--- src/rtl/periph_bus_responder_if.sv ---
// -----------------------------------------------------------------------------
// periph_bus_responder_if
//   CPU-to-peripheral data-path bundle used by the memory-mapped responder.
//
//   Signals:
//     rd     read strobe (CPU MemRead)
//     wr     write strobe (CPU PerWr, already gated by address bit 30)
//     addr   byte address (CPU ALUOut)
//     wdata  write data (CPU DataBusB)
//     rdata  read data returned to the CPU (PerData)
//
//   Modports:
//     master  CPU side: drives the strobes, address and write data
//     slave   responder side: drives the read data
// -----------------------------------------------------------------------------
interface periph_bus_responder_if;
  logic        rd;
  logic        wr;
  logic [31:0] addr;
  logic [31:0] wdata;
  logic [31:0] rdata;

  modport master (output rd, output wr, output addr, output wdata, input rdata);
  modport slave  (input rd, input wr, input addr, input wdata, output rdata);
endinterface

--- src/rtl/periph_bus_responder.sv ---
// -----------------------------------------------------------------------------
// periph_bus_responder
//   Memory-mapped peripheral responder in a 64-byte window at BASE_ADDR.
//   Owns a reloadable 32-bit up-counting timer with interrupt, an LED
//   register, a synchronized switch input and a 7-segment drive register.
//
//   Register map (offset from BASE_ADDR, index = addr[5:2]):
//     0x00 TH      rw  timer reload value
//     0x04 TL      rw  timer count
//     0x08 TCON    rw  [0] timer enable, [1] irq enable, [2] irq status
//     0x0C LED     rw  [7:0]
//     0x10 SWITCH  ro  synchronized switches, zero-extended
//     0x14 DIGI    rw  [11:0] (anode select [11:8], segments [7:0])
//     0x18 SYSTICK ro  free-running cycle counter, only when the
//                      PERIPH_SYSTICK_EN macro is defined; otherwise unmapped
//
//   Parameters:
//     BASE_ADDR       window base, 64-byte aligned
//     SW_SYNC_STAGES  switch synchronizer depth, 2 or more
//
//   Ports:
//     clk     single clock, rising edge
//     reset   synchronous active-high reset
//     bus     slave side of the CPU peripheral bus (rd/wr/addr/wdata/rdata)
//     irqout  level interrupt request, TCON[1] & TCON[2]
//     led     LED drive
//     switch  asynchronous board switches
//     digi    7-segment drive
// -----------------------------------------------------------------------------
module periph_bus_responder #(
  parameter logic [31:0] BASE_ADDR      = 32'h4000_0000,
  parameter int          SW_SYNC_STAGES = 2
) (
  input  logic                        clk,
  input  logic                        reset,
  periph_bus_responder_if.slave       bus,
  output logic                        irqout,
  output logic [7:0]                  led,
  input  logic [7:0]                  switch,
  output logic [11:0]                 digi
);

  typedef enum logic [3:0] {
    REG_TH      = 4'h0,
    REG_TL      = 4'h1,
    REG_TCON    = 4'h2,
    REG_LED     = 4'h3,
    REG_SWITCH  = 4'h4,
    REG_DIGI    = 4'h5,
    REG_SYSTICK = 4'h6
  } reg_idx_e;

  localparam int TCON_TEN  = 0;
  localparam int TCON_IEN  = 1;
  localparam int TCON_IST  = 2;

  logic [31:0] th;
  logic [31:0] tl;
  logic [2:0]  tcon;
  logic [7:0]  led_q;
  logic [11:0] digi_q;
  logic [SW_SYNC_STAGES-1:0][7:0] sw_sync;

  logic        sel;
  logic        wr_sel;
  reg_idx_e    reg_idx;

  // Byte lane bits carry no information for word registers.
  logic unused_addr_lsbs;
  assign unused_addr_lsbs = &{1'b0, bus.addr[1:0]};

  assign sel     = (bus.addr[31:6] == BASE_ADDR[31:6]);
  assign wr_sel  = bus.wr & sel;
  assign reg_idx = reg_idx_e'(bus.addr[5:2]);

  // ---------------------------------------------------------------------------
  // Timer and software-writable registers
  // ---------------------------------------------------------------------------
  always_ff @(posedge clk) begin
    if (reset) begin
      th     <= '0;
      tl     <= '0;
      tcon   <= '0;
      led_q  <= '0;
      digi_q <= '0;
    end else begin
      if (tcon[TCON_TEN]) begin
        if (tl == 32'hFFFF_FFFF) begin
          tl <= th;
          if (tcon[TCON_IEN]) begin
            tcon[TCON_IST] <= 1'b1;
          end
        end else begin
          tl <= tl + 32'd1;
        end
      end

      // NOTE: the software write comes after the timer update on purpose:
      // the last non-blocking assignment in a block wins, so a write to TL
      // or TCON overrides the same-cycle tick/reload/status set, while a TH
      // write leaves the reload above using the old TH value.
      if (wr_sel) begin
        unique case (reg_idx)
          REG_TH:   th     <= bus.wdata;
          REG_TL:   tl     <= bus.wdata;
          REG_TCON: tcon   <= bus.wdata[2:0];
          REG_LED:  led_q  <= bus.wdata[7:0];
          REG_DIGI: digi_q <= bus.wdata[11:0];
          default:  ;
        endcase
      end
    end
  end

  // ---------------------------------------------------------------------------
  // Switch synchronizer: a plain shift chain, readback from the last stage
  // ---------------------------------------------------------------------------
  always_ff @(posedge clk) begin
    if (reset) begin
      sw_sync <= '0;
    end else begin
      sw_sync <= {sw_sync[SW_SYNC_STAGES-2:0], switch};
    end
  end

`ifdef PERIPH_SYSTICK_EN
  // ---------------------------------------------------------------------------
  // Free-running cycle counter, wraps at 2^32, not writable
  // ---------------------------------------------------------------------------
  logic [31:0] systick;

  always_ff @(posedge clk) begin
    if (reset) begin
      systick <= '0;
    end else begin
      systick <= systick + 32'd1;
    end
  end
`endif

  // ---------------------------------------------------------------------------
  // Combinational read mux: zero unless a selected read is in progress
  // ---------------------------------------------------------------------------
  always_comb begin
    // NOTE: the default assignment first keeps every path driven, so no
    // latch is inferred for unmapped offsets or idle cycles.
    bus.rdata = 32'h0;
    if (bus.rd && sel) begin
      unique case (reg_idx)
        REG_TH:      bus.rdata = th;
        REG_TL:      bus.rdata = tl;
        REG_TCON:    bus.rdata = {29'h0, tcon};
        REG_LED:     bus.rdata = {24'h0, led_q};
        REG_SWITCH:  bus.rdata = {24'h0, sw_sync[SW_SYNC_STAGES-1]};
        REG_DIGI:    bus.rdata = {20'h0, digi_q};
`ifdef PERIPH_SYSTICK_EN
        REG_SYSTICK: bus.rdata = systick;
`endif
        default:     bus.rdata = 32'h0;
      endcase
    end
  end

  assign irqout = tcon[TCON_IEN] & tcon[TCON_IST];
  assign led    = led_q;
  assign digi   = digi_q;

endmodule

--- src/flat_wrapper.sv ---
// flat-port wrapper written by rule: the top's interface ports become plain ports
module periph_bus_responder_flat 
#(
  parameter logic [31:0] BASE_ADDR      = 32'h4000_0000,
  parameter int          SW_SYNC_STAGES = 2
)
  (clk, reset, irqout, led, switch, digi, bus_rd, bus_wr, bus_addr, bus_wdata, bus_rdata);
  periph_bus_responder_if bus_i ();
  input  logic clk;
  input  logic reset;
  output logic irqout;
  output logic [7:0] led;
  input  logic [7:0] switch;
  output logic [11:0] digi;
  input wire logic [$bits(bus_i.rd)-1:0] bus_rd;
  input wire logic [$bits(bus_i.wr)-1:0] bus_wr;
  input wire logic [$bits(bus_i.addr)-1:0] bus_addr;
  input wire logic [$bits(bus_i.wdata)-1:0] bus_wdata;
  output wire logic [$bits(bus_i.rdata)-1:0] bus_rdata;
  assign bus_i.rd = bus_rd;
  assign bus_i.wr = bus_wr;
  assign bus_i.addr = bus_addr;
  assign bus_i.wdata = bus_wdata;
  assign bus_rdata = bus_i.rdata;
  periph_bus_responder #(.BASE_ADDR(BASE_ADDR), .SW_SYNC_STAGES(SW_SYNC_STAGES)) u_core (.clk(clk), .reset(reset), .bus(bus_i), .irqout(irqout), .led(led), .switch(switch), .digi(digi));
endmodule
--- config.mk ---
export PLATFORM = sky130hd
export DESIGN_NAME = periph_bus_responder_flat
export DESIGN_NICKNAME = d
export VERILOG_FILES = /design/src/rtl/periph_bus_responder_if.sv /design/src/rtl/periph_bus_responder.sv /design/src/flat_wrapper.sv
export SDC_FILE = /design/constraint.sdc
export NUM_CORES = 1
export LEC_CHECK = 0
export CORE_ASPECT_RATIO = 1.5
export CORE_MARGIN = 2
export CORE_UTILIZATION = 25
export DETAILED_ROUTE_END_ITERATION = 6
export SKIP_LAST_GASP = 1
export SLEW_MARGIN = 20
export SYNTH_ARGS = -nofsm -noshare
export SYNTH_HDL_FRONTEND = slang
export SYNTH_SLANG_ARGS = --single-unit
--- constraint.sdc ---
create_clock -name clk -period 2.2 [get_ports clk]
set_clock_uncertainty 0.05 [all_clocks]
set_input_delay 0.33 -clock clk [delete_from_list [all_inputs] [get_ports clk]]
set_output_delay 0.33 -clock clk [all_outputs]
set_load 0.01 [all_outputs]
; Word-level counts from Yosys, hierarchy flattened
; Index checks and enable logic that the tools add are counted.
[totals]
regBits = 103
input_bits = 76
[op_classes]
add_sub_neg = 1
n_eq_ne = 7
muxes = 11
bitwise_logic = 2
reduce_logical = 6
[ops]
columns = op, n
row1 = 32-bit one-hot mux with 6 select lines, 1
row2 = 32-bit 2-to-1 mux, 5
row3 = 32-bit by 1-bit adder with 32-bit output (second input constant), 1
row4 = 32-bit == test (second input constant), 1
row5 = 26-bit by 25-bit == test with 1-bit output (second input constant), 1
row6 = 4-bit by 2-bit == test with 1-bit output (second input constant), 2
row7 = 4-bit by 3-bit == test with 1-bit output (second input constant), 2
row8 = 2-bit AND reduction, 4
row9 = 3-bit 2-to-1 mux, 2
row10 = 4-bit by 1-bit == test with 1-bit output (second input constant), 1
row11 = 4-bit logical NOT, 1
row12 = 1-bit 2-to-1 mux, 3
row13 = 1-bit AND, 2
row14 = 1-bit logical AND, 1

; Logic depth before layout (Yosys ltp)
; Gate-level depths: netlist of the first run.
[depth]
depth_word = 5
ltp_mapped = 9
ltp_nobuf = 7

; Worst setup path before layout of the first run
; Ideal clock, no wire load.
[synth_path]
path_kind = input -> register
startpoint = in bus_addr[7]
endpoint = reg u_core.th[0]
setup_time_ns = 0.128
arrival_time_ns = 1.880
t_required_ns = 2.022
slack_ns = 0.142
path_stages = 8
path_cell_list = nor4b_1 nand4_1 nor3_2 and2_1 buf_2 buf_4 mux2i_1 nor2_1
[synth_via]
elab_chain_cells = 3
[synth_rtl]
columns = item, line
row1 = "start, declared", flat_wrapper.sv:17  ; input wire logic [$bits(bus_i.addr)-1:0] bus_addr;
row2 = 26-bit by 25-bit == test with 1-bit output, periph_bus_responder.sv:72  ; assign sel = (bus.addr[31:6] == BASE_ADDR[31:6]);
row3 = 1-bit AND, periph_bus_responder.sv:73  ; assign wr_sel = bus.wr & sel;
row4 = 2-bit AND reduction (no line), --
row5 = "end signal, assigned", periph_bus_responder.sv:104  ; REG_TH: th <= bus.wdata;
row6 = "end, declared", periph_bus_responder.sv:57  ; logic [31:0] th;
; No other way between the ends.
; A chain may end at the register's enable or synchronous reset.

; Worst setup path in the final report of the first run
[layout_path]
startpoint = reg u_core.tl[1]
endpoint = reg u_core.tl[3]
[layout_via]
elab_chain_cells = 5
[layout_rtl]
columns = item, line
row1 = "start, declared", periph_bus_responder.sv:58  ; logic [31:0] tl;
row2 = "start signal, assigned", periph_bus_responder.sv:89  ; tl <= th;
row3 = "start signal, assigned", periph_bus_responder.sv:94  ; tl <= tl + 32'd1;
row4 = "start signal, assigned", periph_bus_responder.sv:105  ; REG_TL: tl <= bus.wdata;
row5 = 32-bit by 1-bit adder with 32-bit output or 32-bit == test (tied branches), "periph_bus_responder.sv:94, periph_bus_responder.sv:88"
row6 = 32-bit 2-to-1 mux (*), periph_bus_responder.sv:88  ; if (tl == 32'hFFFF_FFFF) begin
row7 = 32-bit 2-to-1 mux (*), periph_bus_responder.sv:87  ; if (tcon[TCON_TEN]) begin
row8 = 32-bit 2-to-1 mux, periph_bus_responder.sv:103  ; unique case (reg_idx)
row9 = 32-bit 2-to-1 mux (*), periph_bus_responder.sv:102  ; if (wr_sel) begin
; Every way passes the cells marked *; elsewhere a longest branch is shown, timed or not.

==> metrics.txt, run 1 <==
outcome complete, no violations; Reg-to-Reg End u_core.tl[3]; Total GRT Usage 17.6%; RD Place Congestion 0.819; sequential share of the synthesized area 38.9%; Area Growth Syn to Fin 56.3%; final worst-path cycle share 97.4%; largest net degree at the start of global routing 104; R2R cell count 8; Initial Util 25.4%; layout cells sized above 1 26.0%; fin. max-slew vios 0; Reg2Reg Launch Point u_core.tl[1]; Leakage Power 2.93 nW; top cells by count, synth 110 x nor2_1, 103 x dfxtp_1, 55 x mux2i_1, 47 x nand2_1, 42 x a22oi_1; Die Y-Extent 182 um; cell accounting for the most synthesized area dfxtp_1; Setup Crit Path Kind flop to flop; vias per cell 4.99; wirelength, routed 19.5 mm; clock latency at the later pin of the worst-skew pair 0.36 ns; Hold Crit Depth 1; vias in the first global route 5558; hpwl dp 13.3 mm; Setup violations, final 0; CTS root buf clkbuf_16; critical-path maximum fanout 8; FF+latch count, synth 103; CP required 2.37 ns; Ant. Diodes 0; H-tree levels 3; overall power 3.92 mW; layout net count 911; drt initial violations 438; Max-slew headroom 68.0%; crit path DAT 2.32 ns; minimum clock period 2.14 ns; Worst setup EP type flop; CTS Buf Count 9; Setup WS pre-CTS -0.655 ns; drt wl/cell 17.6 um; DRC viols 0; Distinct cells, synth 48; core area 20900 sq um; antenna violations before repair 0; number of synthesized flops with an enable pin 0; total grt overflow 0; HP Class flop to flop; VDD IR max 0.000469 V; Least-Margin Pin Slew 0.480 ns; Max Buffers Root-to-Sink 2; Reg2Reg Setup Slack 0.06 ns; Synth top area share 38.9%; hold_sp u_core.sw_sync[4]; mapped cell area 5300 sq um; first-pass GRT wire length 30.5 mm; max cap viols 0; Startpoint Class flop; CTS clk-pin slew, worst paths 0.07 ns; port bufs 126; Hold Path End u_core.sw_sync[12]; Power Dens Cells 473 nW/um^2; CTS tree built; die area 22400 sq um; hold slack 0.388 ns; Synth area leaders dfxtp_1 39%, mux2i_1 10%, nor2_1 7.8%; fmax 467 MHz; drt first pass iters 5; Rows 65; Die Wd 123 um; Detail Route Antenna Nets 0; Hold Vio Cnt, Final 0; Ys Warns 0; Vias 5526; clk sink count 103; mean area per synthesized cell 8.34 sq um; asr flop ratio synth 0%; most common cell in the synthesized netlist nor2_1; Ports 129; final setup margin 0.0566 ns; Gate Count Post-Synth 636; Most used DFF post-synth dfxtp_1; Post-Syn Nets 713
[worst max-delay path, cell delays in order, from the launching register on]
cell	delay [ns]
dfxtp_2	0.34
ha_2	0.20
and4_4	0.27
nand4_1	0.21
nor4_4	0.36
buf_6	0.19
or2b_1	0.23
o211ai_1	0.09
a21oi_1	0.09
[routing by layer]
| metal | global-route usage, % | part of all wire, % |
|---|---|---|
| met1 | 20.7 | 40 |
| met2 | 31.4 | 54 |
| met3 | 2.69 | 4.3 |
| met4 | 6.62 | 1.8 |
| met5 | 0 | 0 |
[power breakdown]
part,switching (mW),total (mW),internal (mW),leakage [nW]
sequential,0.00689,1.88,1.88,0.834
combinational,0.117,0.258,0.141,1.94
clock,0.747,1.77,1.03,0.162
[state kept, by name, indices dropped and copies added (netlist names)]
name / flops
u_core.digi: 12
u_core.tl: 32
u_core.th: 32
u_core.tcon: 3
u_core.led: 8
u_core.sw_sync: 16
[cells in the final DEF (no fill, tap or decap), types with 21 or more instances in the layout]
cell / Yosys / layout
a21oi_1: 30 / 30
clkdlybuf4s50_1: 0 / 63
a22oi_1: 42 / 41
nand3_1: 23 / 23
nand2_1: 47 / 47
buf_6: 3 / 21
dfxtp_1: 103 / 101
mux2i_1: 55 / 55
nor2_1: 110 / 97
buf_4: 5 / 80
buf_2: 6 / 22
[final cells by class]
class,count,area (sq um)
well taps,268,335
clock buffers,10,239
repair buffers,235,2260
inverters,4,15.0
multi-input cells,481,3290
flip-flops and latches,103,2060
clock inverters,6,83.8
fillers,2119,12600
[per-stage QoR]
step	cell area (sq um)	setup TNS, ns	cells	utilization [%]
global route	8290	-0.0962	1107	39.6
CTS	8070	-2.13	1102	38.6
global placement	7500	-37.16	1072	35.9
detailed placement	7500	-38.94	1072	35.9
finish	8290	0	1107	39.6
floorplan	5300	0	636	-
[what timing repair did]
| action | CTS | global route |
|---|---|---|
| endpoints found under the setup margin | 32 | 119 |
| buffers inserted | 9 | 7 |
| gates resized for setup | 222 | 74 |
| hold buffers | 0 | 0 |
| pin swaps | 12 | 20 |
| gates cloned | 6 | 1 |
[worst max-delay path by stage]
stage | startpoint | to | slack, ns | depth (start not counted)
floorplan | bus_addr[7] | u_core.th[0] | 0.14 | 8
finish | u_core.tl[1] | u_core.tl[3] | 0.06 | 8
CTS | bus_addr[21] | u_core.th[7] | -0.07 | 14
detailed placement | bus_addr[3] | bus_rdata[10] | -0.66 | 7
global placement | bus_addr[3] | bus_rdata[10] | -0.67 | 7
global route | bus_addr[14] | bus_rdata[11] | -0.04 | 10
[cells by family (layout without fill, tap and decap cells)]
group / Yosys count / count (layout) / share of synthesized area, %
adder cells (fa/ha/maj): 1 / 1 / 0.236
multiplexers: 55 / 55 / 10.4
AO/OA/AOI/OAI: 138 / 138 / 18.2
XOR/XNOR: 16 / 16 / 2.64
flip-flops: 103 / 103 / 38.9
AND/OR/NAND/NOR: 271 / 271 / 25.0
buffers and inverters: 52 / 255 / 4.60
Power figures use the tool's default switching activity.
==> run 2: changes to the inputs <==
--- a/config.mk
+++ b/config.mk
@@ -5,6 +5,7 @@
 export SDC_FILE = /design/constraint.sdc
 export NUM_CORES = 1
 export LEC_CHECK = 0
+export ABC_AREA = 1
 export CORE_ASPECT_RATIO = 1.5
 export CORE_MARGIN = 2
 export CORE_UTILIZATION = 25
==> run 2 against run 1 <==
The run now ends with setup timing left. Clock power decreased by 5%. Design area increased by 11%. Total power decreased by 0.58%. First-iteration DRC count decreased by 3.9%. Final cell count increased by 42%. Setup slack got worse by 0.073 ns.
==> metrics.txt, run 2 <==
Vias 7503 (was 5526); total grt overflow 0 (unchanged); CTS tree built (unchanged); placed cells 1529 (was 1072); clk sink count 103 (unchanged); Ports 129 (unchanged); Placement Cell Area 8360 sq um (was 7500 sq um); Detail Route Antenna Nets 0 (unchanged); CP bufs+invs 4 (was 1); Die Wd 133 um (was 123 um); slowest cell on the critical path o2111ai_4 (was nor4_4); drt first pass iters 6 (was 5); Least-Margin Pin Slew 0.559 ns (was 0.480 ns); Gate Count Post-Synth 1048 (was 636); CTS root buf clkbuf_16 (unchanged); largest net degree at the start of global routing 88 (was 104); mapped cell area 6250 sq um (was 5300 sq um); Worst setup EP type output pin (was flop); Setup violations, final 3 (was 0); Fillers 2615 (was 2119); Hold Vio Cnt, Final 0 (unchanged); port bufs 126 (unchanged); critical-path maximum fanout 6 (was 8); outcome finished with violations (was complete, no violations); antenna violations before repair 0 (unchanged); mean area per synthesized cell 5.96 sq um (was 8.34 sq um); most common cell in the synthesized netlist nand2_1 (was nor2_1); Total GRT Usage 18.0% (was 17.6%); Final Util 37.6% (was 39.6%); Fin Setup TNS -0.0227 ns (was 0 ns); final worst-path cycle share 101% (was 97.4%); DRC viols 0 (unchanged); fmax 451 MHz (was 467 MHz); Setup Crit Path Kind input port to output pin (was flop to flop); Ys Warns 0 (unchanged); Die Y-Extent 198 um (was 182 um); hold slack 0.356 ns (was 0.388 ns); max cap viols 0 (unchanged); H-tree levels 3 (unchanged); die area 26300 sq um (was 22400 sq um); vias per cell 4.76 (was 4.99); Area Growth Syn to Fin 47.0% (was 56.3%); Synth area leaders dfxtp_1 33%, nand2_1 14%, nor2_1 13% (was dfxtp_1 39%, mux2i_1 10%, nor2_1 7.8%); layout cells sized above 1 20.4% (was 26.0%); Distinct cells, synth 33 (was 48); RD Place Congestion 0.895 (was 0.819); unrepaired setup endpoints after global routing true; crit path DAT 1.84 ns (was 2.32 ns); first-pass GRT wire length 37.2 mm (was 30.5 mm); CP max stage delay 0.24 ns (was 0.36 ns); worst path cell trace buf_6, nor2_4, nand2_1, nor2_1, nand2_1, nor2_4, o2111ai_4, buf_4, clkbuf_16, a21oi_4, buf_2 (was ha_2, and4_4, nand4_1, nor4_4, buf_6, or2b_1, o211ai_1, a21oi_1); CP top delay family buffers and inverters (was simple AND/OR/NAND/NOR gates); failing checks setup timing; Synth top area share 33.0% (was 38.9%); HP Class flop to flop (unchanged); minimum clock period 2.22 ns (was 2.14 ns); final setup margin -0.0163 ns (was 0.0566 ns); cell accounting for the most synthesized area dfxtp_1 (unchanged); CTS Buf Count 9 (unchanged); sequential share of the synthesized area 33.0% (was 38.9%); Most used DFF post-synth dfxtp_1 (unchanged); Power Dens Cells 424 nW/um^2 (was 473 nW/um^2); VDD IR max 0.000305 V (was 0.000469 V); top flop regs u_core.th: 32 flops, u_core.tl: 32 flops, u_core.sw_sync: 16 flops (unchanged); vias in the first global route 7238 (was 5558); CTS clk-pin slew, worst paths 0.08 ns (was 0.07 ns); core area 24400 sq um (was 20900 sq um); FF+latch count, synth 103 (unchanged); fin. max-slew vios 0 (unchanged); commonest non-fill, non-tap cell in the layout nand2_1 (was dfxtp_1); Rows 70 (was 65); number of synthesized flops with an enable pin 0 (unchanged); Max Buffers Root-to-Sink 2 (unchanged); hpwl dp 17.6 mm (was 13.3 mm); asr flop ratio synth 0% (unchanged); drt wl/cell 15.7 um (was 17.6 um); layout net count 1323 (was 911); drt initial violations 421 (was 438); Post-Syn Nets 1125 (was 713); wirelength, routed 24.7 mm (was 19.5 mm); Max-slew headroom 62.8% (was 68.0%); fin cells 1575 (was 1107); clock latency at the later pin of the worst-skew pair 0.37 ns (was 0.36 ns); Ant. Diodes 0 (unchanged); Leakage Power 3.68 nW (was 2.93 nW); Startpoint Class input port (was flop); cell area after layout 9180 sq um (was 8290 sq um); CP required 1.82 ns (was 2.37 ns); top cells by count, synth 231 x nand2_1, 213 x nor2_1, 125 x inv_1, 103 x dfxtp_1, 84 x o21ai_0 (was 110 x nor2_1, 103 x dfxtp_1, 55 x mux2i_1, 47 x nand2_1, 42 x a22oi_1); commonest non-fill, non-tap cells in the layout 226 x nand2_1, 192 x nor2_1, 122 x inv_1, 103 x dfxtp_1, 81 x o21ai_0 (was 101 x dfxtp_1, 97 x nor2_1, 80 x buf_4, 63 x clkdlybuf4s50_1, 55 x mux2i_1); Initial Util 25.6% (was 25.4%)
==> run 2: final cells by class <==
cell class              count  area [sq um]  share of cell area (%)
multi-input cells         773          3810                    41.5
well taps                 324           405                    4.41
repair buffers            230          2110                    22.9
inverters                 129           499                    5.44
flip-flops and latches    103          2060                    22.5
clock buffers               9           225                    2.45
clock inverters             7          73.8                   0.804
==> run 2: kinds of logic (layout without fill, tap and decap cells) <==
logic type | Yosys count | count (layout) | synth area share, %
simple gates | 596 | 596 | 40.8
compound gates | 169 | 169 | 14.1
flops | 103 | 103 | 33.0
xor+xnor | 7 | 7 | 0.981
fa+ha+maj | 1 | 1 | 0.200
buf+inv | 172 | 375 | 10.9
==> run 2: what timing repair did <==
item | 4_1_cts | 5_1_grt
pin swaps | 11 | 31
setup endpoints to repair | 32 | 109
resized for setup | 178 | 141
setup buffers | 19 | 6
hold buffers | 0 | 0
cloned | 1 | 6
==> run 2: worst reg2reg max path, stage by stage, from the launching register on <==
cell and delay [ns]:
dfxtp_1 0.36, ha_1 0.22, inv_1 0.09, nor2_4 0.16, nand2_2 0.13, buf_4 0.17, nor2_1 0.30, xor2_1 0.19
nand2_1 0.06, a21oi_1 0.16
==> run 2: final timing paths <==
kind | startpoint | to | slack, ns | cells past startpoint
worst max-delay path | bus_addr[12] | bus_rdata[27] | -0.02 | 11
worst min-delay path | u_core.sw_sync[2] | u_core.sw_sync[10] | 0.36 | 2
worst max register to register | u_core.tl[0] | u_core.tl[12] | 0.23 | 9
worst min register to register | u_core.sw_sync[2] | u_core.sw_sync[10] | 0.36 | 2
==> run 2: metrics by stage <==
stage               setup WS [ns]  power [mW]
floorplan                   0.358        2.02
global placement           -0.683        2.23
detailed placement         -0.702        2.24
CTS                        -0.114        3.91
global route              -0.0887        4.04
finish                    -0.0163        3.89
==> run 2: power breakdown <==
group | internal (mW) | total (mW) | leakage (nW) | switching, mW
logic | 0.173 | 0.337 | 2.70 | 0.165
registers | 1.88 | 1.88 | 0.833 | 0.00332
clock network | 0.809 | 1.68 | 0.147 | 0.867
==> run 2: metal layers <==
metal,up-vias,track usage [%],part of all wire (%)
li1,3731,-,-
met1,3433,19.8,39
met2,265,33.1,52
met3,74,2.59,5.1
met4,0,9.44,4.3
met5,-,0,0
